--- src/rtl/fmul_result_queue.sv ---
// fmul_result_queue: tags fmul results through a latency-matched delay line and buffers them for credit-gated writeback
module fmul_result_queue #(
  parameter int LATENCY = 1,
  parameter int DEPTH = 4,
  parameter int TAG_W = 5
) (
  input  logic clk,
  input  logic rstn,
  input  logic issue_valid,
  input  logic [TAG_W-1:0] issue_tag,
  output logic issue_ready,
  input  logic [31:0] fmul_y,
  input  logic fmul_ovf,
  output logic out_valid,
  input  logic out_ready,
  output logic [31:0] out_y,
  output logic out_ovf,
  output logic [TAG_W-1:0] out_tag,
  output logic [$clog2(DEPTH+1)-1:0] occupancy,
  output logic sticky_ovf,
  input  logic clr_sticky
);
  localparam int CW = $clog2(DEPTH+1);
  localparam int PW = $clog2(DEPTH);
  localparam int EW = TAG_W + 33;
  logic [LATENCY-1:0] v;
  logic [TAG_W-1:0] t [LATENCY];
  logic [EW-1:0] mem [DEPTH];
  logic [PW-1:0] wp, rp;
  logic [31:0] used;
  logic fire, push, pop;
  // credits count in-flight tags plus stored entries, so a push always finds room
  always_comb begin
    used = 32'(occupancy);
    for (int i = 0; i < LATENCY; i++) used = used + 32'(v[i]);
  end
  assign issue_ready = used < 32'(DEPTH);
  assign fire = issue_valid & issue_ready;
  assign push = v[LATENCY-1];
  assign out_valid = occupancy != '0;
  assign pop = out_valid & out_ready;
  assign {out_y, out_ovf, out_tag} = out_valid ? mem[rp] : '0;
  always_ff @(posedge clk) begin
    t[0] <= issue_tag;
    for (int i = 1; i < LATENCY; i++) t[i] <= t[i-1];
    if (push) mem[wp] <= {fmul_y, fmul_ovf, t[LATENCY-1]};
  end
  always_ff @(posedge clk) begin
    if (rstn) begin
      v <= '0;
      wp <= '0;
      rp <= '0;
      occupancy <= '0;
      sticky_ovf <= 1'b0;
    end else begin
      assert (!(push && occupancy == CW'(DEPTH)));
      v[0] <= fire;
      for (int i = 1; i < LATENCY; i++) v[i] <= v[i-1];
      if (push) wp <= wp + PW'(1);
      if (pop) rp <= rp + PW'(1);
      occupancy <= occupancy + CW'(push) - CW'(pop);
      sticky_ovf <= (pop & out_ovf) ? 1'b1 : clr_sticky ? 1'b0 : sticky_ovf;
    end
  end
endmodule

--- config.mk ---
export PLATFORM = sky130hd
export DESIGN_NAME = fmul_result_queue
export DESIGN_NICKNAME = d
export VERILOG_FILES = /design/src/rtl/fmul_result_queue.sv
export SDC_FILE = /design/constraint.sdc
export NUM_CORES = 1
export LEC_CHECK = 0
export BUFFER_PORTS_ARGS = -buffer_cell sky130_fd_sc_hd__buf_2
export CELL_PAD_IN_SITES_DETAIL_PLACEMENT = 1
export CELL_PAD_IN_SITES_GLOBAL_PLACEMENT = 2
export CORE_MARGIN = 1
export CORE_UTILIZATION = 39
export DETAILED_ROUTE_END_ITERATION = 6
export HOLD_SLACK_MARGIN = 0.12
export PLACE_DENSITY = 0.73
export SKIP_LAST_GASP = 1
export SYNTH_ARGS = -nofsm -noshare
export SYNTH_HDL_FRONTEND = slang
export SYNTH_SLANG_ARGS = --single-unit
--- constraint.sdc ---
create_clock -name clk -period 1.8 [get_ports clk]
set_input_delay 0.36 -clock clk [delete_from_list [all_inputs] [get_ports clk]]
set_output_delay 0.36 -clock clk [all_outputs]
set_load 0.01 [all_outputs]
Word-level counts from Yosys, hierarchy flattened --
Memory sizes are Yosys's and may differ from the RTL's. A register that Yosys moved wholly into a read port is not among the register bits. Index checks and enable logic that the tools add are counted.
Operators by class: reductions and logical operators 2, multiplexer cells 7, $lt $le $gt $ge 1, bitwise operators 3, add/sub/neg operators 5
Operators with widths (number):
- $mux 38 | 1
- $add 2x1->2 const B | 2
- $add 3x1->4 | 1
- $lt 4x3->1 const B | 1
- $mux 1 | 4
- $mux 2 | 2
- $add 3x1->3 | 1
- $and 1x1->1 | 3
- $reduce_bool 3->1 | 1
- $sub 3x1->3 | 1
- $reduce_bool 2->1 | 1
Storage, ports and cells: memories kept 2, word-level logic and storage cells 25, bits in writable memories 157, output and inout port bits 44, register bits after elaboration 9, input port bits 43
Memories:
- mem | words 4, bits a word 38, read ports 1, clocked after Yosys merged registers in 1, wr ports 1, line 28 | logic [EW-1:0] mem [DEPTH];
- t | words 1, bits a word 5, read ports 1, clocked after Yosys merged registers in 0, wr ports 1, line 27 | logic [TAG_W-1:0] t [LATENCY];

Logic depth before layout (Yosys ltp) --
Gate-level depths: netlist of run 1.
depth in word-level cells 4, mapped depth 7

Worst setup path before layout of run 1 --
OpenSTA, ideal clock, no wires.
path type register to register, start point register occupancy[1], end point register occupancy[2], path slack -66 ps, path buffers 0, data required time 1672 ps, arrival 1739 ps, stages on the path, launching flop included 8, cells stage by stage dfxtp_1 o31ai_1 xnor2_1 ha_1 inv_1 fa_1 xnor2_1 nor2_1
Between the ends: word-level cells in the longest chain between the ends 3, elaborated cells on any way between the ends 4
Ends and longest elaborated chain:
- start, declared | line 19 | output logic [$clog2(DEPTH+1)-1:0] occupancy,
- start signal, assigned | line 61 | occupancy <= occupancy + CW'(push) - CW'(pop);
- parallel branches: the longest is 2 deep, another holds $add 3x1->3
- $sub 3x1->3 * | line 61
Every way passes the cells marked *. A chain may end at the register's enable or synchronous reset.

==> results of run 1 <==
[repair_timing]
action,in CTS,in global routing
hold buffers,5,0
pin swaps,3,37
endpoints found under the setup margin,40,41
hold endpoints to repair,5,0
cloned,0,3
buffers inserted,3,5
resized for setup,12,68
[per-stage QoR]
stage / utilization [%] / setup TNS, ps / power [mW] / worst slack (ps) / std cells
after floorplan: - / 0 / 6.45 / 34.4 / 298
after global placement: 45.3 / 0 / 7.52 / 25.8 / 606
after detailed placement: 45.3 / 0 / 7.56 / 14.0 / 606
after CTS: 49.8 / -15580 / 11.3 / -440 / 646
after global routing: 52.2 / -17240 / 12.9 / -487 / 654
final: 52.2 / -14820 / 12.3 / -438 / 654
[sequential cells by signal (all words and copies together) (netlist names), named ones only]
| signal | cells |
|---|---|
| mem | 152 |
| t | 5 |
| occupancy | 3 |
| rp | 2 |
| wp | 2 |
| push | 1 |
| sticky_ovf | 1 |
[worst paths after layout]
kind,from,end,slack (ps),depth (start not counted)
worst min-delay path,fmul_y[1],mem[2][7],150,1
worst max register to register,occupancy[1],occupancy[1],0,7
worst min register to register,sticky_ovf,sticky_ovf,480,2
worst max-delay path,flip-flop,out_y[11],-440,4
[cell type report]
type,count,area share [%]
tap,216,3.25
timing repair buffer,122,12.9
inverter,3,0.135
sequential,168,58.7
clock buffer,19,5.20
multi-input combinational,113,17.9
clock inverter,13,1.85
[kinds of logic (layout without fill, tap and decap cells)]
group / count (synthesis) / after routing / share of synthesized area [%]
AOI/OAI and AO/OA: 5 / 5 / 0.589
and+or+nand+nor: 57 / 57 / 5.26
DFF: 168 / 168 / 76.7
adders and majority gates: 7 / 7 / 1.49
muxes: 39 / 39 / 13.6
buffers and inverters: 17 / 157 / 1.73
xor gates and xnor gates: 5 / 5 / 0.687
[where the power goes]
group	leakage [nW]	switching [mW]	internal [mW]	total [mW]
Sequential	1.51	0.134	4.48	4.62
Combinational	1.14	1.71	2.42	4.13
Clock	0.282	1.43	2.17	3.60
Total	2.94	3.27	9.07	12.3
[synth_stat cells (2+ instances only)]
master    instances
edfxtp_1        152
xor2_1            2
dfxtp_1          16
xnor2_1           3
inv_1             3
nor2_1            9
buf_12            2
and2_1           42
clkbuf_1          6
mux4_2           38
ha_1              6
buf_2             5
[critical path, delay by kind of cell (launching register included)]
kind | cells | cell delay, ps
muxes | 1 | 510
and+or+nand+nor | 1 | 180
buffers and inverters | 2 | 310
DFF | 1 | 450
[metal layers]
layer | GRT usage [%] | vias up | routed length [um]
li1 | - | 1439 | -
met1 | 20.5 | 1657 | 5820
met2 | 26.0 | 74 | 6550
met3 | 4.35 | 10 | 539
met4 | 4.92 | 0 | 124
met5 | 0 | - | 0
==> impl_results.md, run 1 <==
* Num CTS Buffers at 17
* Post-synth ARST share at 0%
* # diodes at 0
* Root buffer cell: clkbuf_16
* Static leakage at 2.94 nW
* Min Tclk post-route at 2240 ps
* CTS tree: yes
* CP required at 1440 ps
* DIE WIDTH at 130 um
* Syn nets at between 300 and 400
* Pin count of the biggest net entering global routing at 38
* Iter 0 DRT Violations at 167
* Post-synth EDFFs at 152
* Critical path fanouts, max at 7
* Final Wtd Congestion at 0.677
* Final Cell Area at between 8000 and 9000 um^2
* Core ar. at 15,900 um^2
* Number of antenna violations at the first check in global routing at 1
* Setup ws final at -438 ps
* Synth top area share at 71.6%
* WP data arrival at 1880 ps
* Nets at 475
* Final worst-path cycle share at 124%
* Endpoints failing setup at 40
* Vias in the first global route at around 3,400
* Status: finished with violations
* Die Ht at 130 um
* Post-DRT Antenna Nets at 0
* RSZ-0062 raised after global routing: true
* Unique masters post-synth at 26
* PwrDens at 1480 nW/um^2
* Global-route wire length before repair at about 19,000 um
* Area Growth Syn to Fin at 30.7%
* Share of layout cells above drive strength 1 at 51.1%
* Worst min path class: in2reg
* CP max stage cell: mux4_2
* Sink Count at 168
* Most common cell after layout, fill and taps aside: edfxtp_1
* Total track usage at 15.8%
* Total wire length at roughly 13,000 um
* CP cell instances: clkbuf_16 > mux4_2 > and2_4 > buf_6
* Clk_lat worst skew at 430 ps
* Hold Slack at ~150 ps
* DPL Wire Length at just under 8000 um
* Setup CP Type: reg2out
* Pre-antenna DRT Iters at 4
* Violated checks: negative setup slack
* Filler instances at about 1,500
* Commonest cells after routing, fill and taps aside: edfxtp_1, buf_2, mux4_2
* Register area share after synthesis at 76.7%
* Worst Tran Pin Value at 496 ps
* CTS clk-pin slew, worst paths at 60 ps
* Max-Cap Viols at 0
* Synthesized area per cell at 21.4 um^2
* Clock buffer depth at 2
* CP Launch Type: flip-flop
* Worst Setup End Kind: primary output
* Clock skew at 10.6 ps
* Slew Viols, Final at 0
* Storage cell area at 4890 um^2
* Core Rows at 46
* Syn. warnings at 0
* # DRC at 0
* DIE AREA at between 15,000 and 20,000 um^2
* Via density at 4.86
* Top_reg_cell synth: edfxtp_1
* FMAX at approximately 0.45 GHz
* Post-DP Area at between 7000 and 8000 um^2
* Final Hold Viols at 0
* Top area cells in the synthesized netlist: edfxtp_1, mux4_2, dfxtp_1
* Gr ovfl total at 0
* Via count at about 3,200
* Starting Density at 40.0%
* Max-slew headroom at 66.5%
* Synth Cell Area at between 6000 and 7000 um^2
* Mapped Cells at 298
* #FFs+latches synth at between 150 and 200
* Multi-input logic area at about 1500 um^2
* Peak supply drop at between 700 and 800 uV
* Post-synth top area cell: edfxtp_1
* I/O Buffers at 86
* Wire per inst at 19.9 um
* Max incr delay on CP at roughly 510 ps
* I/O pin total at 87
* H-tree depth at 4
No activity file was read; power rests on OpenSTA's default activity.
==> run 2, diff against run 1 <==
--- a/config.mk
+++ b/config.mk
@@ -6,10 +6,8 @@
 export NUM_CORES = 1
 export LEC_CHECK = 0
 export BUFFER_PORTS_ARGS = -buffer_cell sky130_fd_sc_hd__buf_2
-export CELL_PAD_IN_SITES_DETAIL_PLACEMENT = 1
-export CELL_PAD_IN_SITES_GLOBAL_PLACEMENT = 2
 export CORE_MARGIN = 1
-export CORE_UTILIZATION = 39
+export CORE_UTILIZATION = 51
 export DETAILED_ROUTE_END_ITERATION = 6
 export HOLD_SLACK_MARGIN = 0.12
 export PLACE_DENSITY = 0.73
==> run 2 against run 1 <==
  * The run still ends with negative setup slack left
  * Fmax increased by 2.0%
  * Wire length decreased by 15%
  * Non-clock buffer count decreased by 5
  * Die area decreased by 23%
  * Count of clock-buffer cells in the layout decreased by 1
  * Power decreased by 10%
  * Sequential power about the same
  * Clock skew decreased by 4.7 ps
  * Global-route usage increased by 2.7 points
  * First-iteration DRC count increased by 5.4%
  * Critical path type unchanged
  * Largest power group unchanged
  * Highest routed layer unchanged
==> impl_results.md, run 2 (same netlist as run 1, synthesis figures left out) <==
* Max incr delay on CP at 510 ps (about the same)
* Fin Setup TNS at -13,530 ps (+1290 ps)
* DIE WIDTH at 114 um (-12%)
* Filler instances at 855 (-42%)
* I/O pin total at 87 (unchanged)
* Wire per inst at 18.5 um (-7.2%)
* Global-route wire length before repair at 17,000 um (-11%)
* Sink Count at 168 (unchanged)
* RSZ-0062 raised after global routing: true
* Most common cell after layout, fill and taps aside: edfxtp_1
* CP cell instances: buf_12 > mux4_2 > and2_1 > buf_2
* Area Growth Syn to Fin at 24.1%
* CTS tree: yes
* CTS clk-pin slew, worst paths at 70 ps (about the same)
* Vias in the first global route at 3,290 (-3.2%)
* Pin count of the biggest net entering global routing at 25 (-34%)
* Gr ovfl total at 0 (unchanged)
* CP bufs+invs at 2 (unchanged)
* CP required at 1440 ps (about the same)
* Post-DRT Antenna Nets at 0 (unchanged)
* Final Hold Viols at 0 (unchanged)
* Total wire length at 11,100 um (-15%)
* Util after Layout at 65.3% (+13 points)
* Worst Setup End Kind: primary output
* Non-Filler Instances at 602 (-8.0%)
* DIE AREA at 12,900 um^2 (-23%)
* Status: finished with violations
* Worst min path class: in2reg
* Endpoints failing setup at 41 (+2.5%)
* Core ar. at 12,100 um^2 (-24%)
* FMAX at 0.456 GHz (+2.0%)
* CP Launch Type: flip-flop
* Setup ws final at -395 ps (+43.2 ps)
* Post-DP Area at 7140 um^2 (-1.2%)
* Num CTS Buffers at 17 (unchanged)
* I/O Buffers at 86 (unchanged)
* Iter 0 DRT Violations at 176 (+5.4%)
* Die Ht at 114 um (-12%)
* Clock buffer depth at 2 (unchanged)
* Slew Viols, Final at 0 (unchanged)
* Via density at 5.27 (+8.3%)
* Peak supply drop at 837 uV (+17%)
* Core Rows at 40 (-13%)
* WP data arrival at 1830 ps (-50 ps)
* # placed instances at 554 (-8.6%)
* Top Registers: mem (152), t (5), occupancy (3)
* Pre-CTS setup slack at 47.4 ps (+33.4 ps)
* Max-Cap Viols at 0 (unchanged)
* Hold Slack at 154 ps (-0.106 ps)
* Met1 wire length at 4760 um (-18%)
* Final Cell Area at 7910 um^2 (-5.1%)
* PwrDens at 1400 nW/um^2 (-5.4%)
* Nets at 470 (-1.1%)
* Max-slew headroom at 68.5% (+2.0 points)
* Final worst-path cycle share at 122% (-2.4 points)
* Metal3 WL at 454 um (-16%)
* Max reg flops at 152 (unchanged)
* Pre-antenna DRT Iters at 4 (unchanged)
* Total power at 11.1 mW (-10%)
* Met2 WL at 5760 um (-12%)
* Number of antenna violations at the first check in global routing at 1 (unchanged)
* H-tree depth at 4 (unchanged)
* Root buffer cell: clkbuf_16
* Clk_lat worst skew at 420 ps (about the same)
* CP max stage cell: mux4_2
* DPL Wire Length at 6650 um (-15%)
* Total track usage at 18.5% (+2.7 points)
* CP delay by family, top: multiplexers
* # DRC at 0 (unchanged)
* Worst Tran Pin Value at 473 ps (-23.0 ps)
* Share of layout cells above drive strength 1 at 45.5% (-5.6 points)
* Largest reg by FF count: mem
* Via count at 3,171 (-0.28%)
* Final Wtd Congestion at 0.699 (+3.2%)
* Starting Density at 52.6% (+13 points)
* Setup CP Type: reg2out
* Critical path fanouts, max at 14 (+7)
* Static leakage at 2.78 nW (-5.2%)
* Clock skew at 5.87 ps (-4.74 ps)
* Min Tclk post-route at 2190 ps (-43.2 ps)
* Commonest cells after routing, fill and taps aside: edfxtp_1, buf_2, mux4_2, and2_1, clkbuf_16
* Max layer used: met4
* Violated checks: negative setup slack
[run 2: cell types whose count changed in the layout (fill, tap and decap cells not counted), sizes merged]
cell	before	now
bufinv	3	0
buf	115	111
clkinv	7	6
diode	0	1
inv	4	7
clkbuf	21	19
clkinvlp	2	4
[run 2: power breakdown]
group / internal, mW / switching (mW) / total, mW / leakage, nW
Clock: 1.77 / 1.45 / 3.22 / 0.249
Sequential: 4.49 / 0.124 / 4.61 / 1.51
Combinational: 1.76 / 1.50 / 3.26 / 1.02
Total: 8.01 / 3.08 / 11.1 / 2.78
[run 2: repair_timing]
| action | in CTS | in global routing |
|---|---|---|
| hold endpoints to repair | 5 | 0 |
| gates cloned | 0 | 2 |
| endpoints found under the setup margin | 40 | 42 |
| hold buffers | 5 | 0 |
| pin swaps | 1 | 7 |
| buffers inserted | 3 | 5 |
| gates resized for setup | 12 | 11 |
[run 2: routing by layer]
metal | vias up | GRT usage, %
met5 | - | 0
li1 | 1434 | -
met4 | 0 | 7.79
met2 | 81 | 31.3
met3 | 13 | 5.37
met1 | 1643 | 22.4
[run 2: worst paths after layout]
kind	depth (start not counted)	to	slack (ps)	startpoint
setup / recovery	4	out_y[4]	-390	flip-flop
hold / removal	1	mem[2][8]	150	fmul_y[2]
setup reg to reg	7	occupancy[1]	0	occupancy[1]
hold reg to reg	2	sticky_ovf	470	sticky_ovf
[run 2: area by class of cell]
type                            count  area [um^2]  area share (%)
Multi-Input combinational cell    113         1440            18.2
Clock buffer                       18          429            5.43
Inverter                            3         11.3           0.142
Antenna cell                        1         2.50          0.0317
Sequential cell                   168         4900            61.9
Clock inverter                     14          100            1.27
Timing Repair Buffer              117          822            10.4
Tap cell                          168          210            2.66
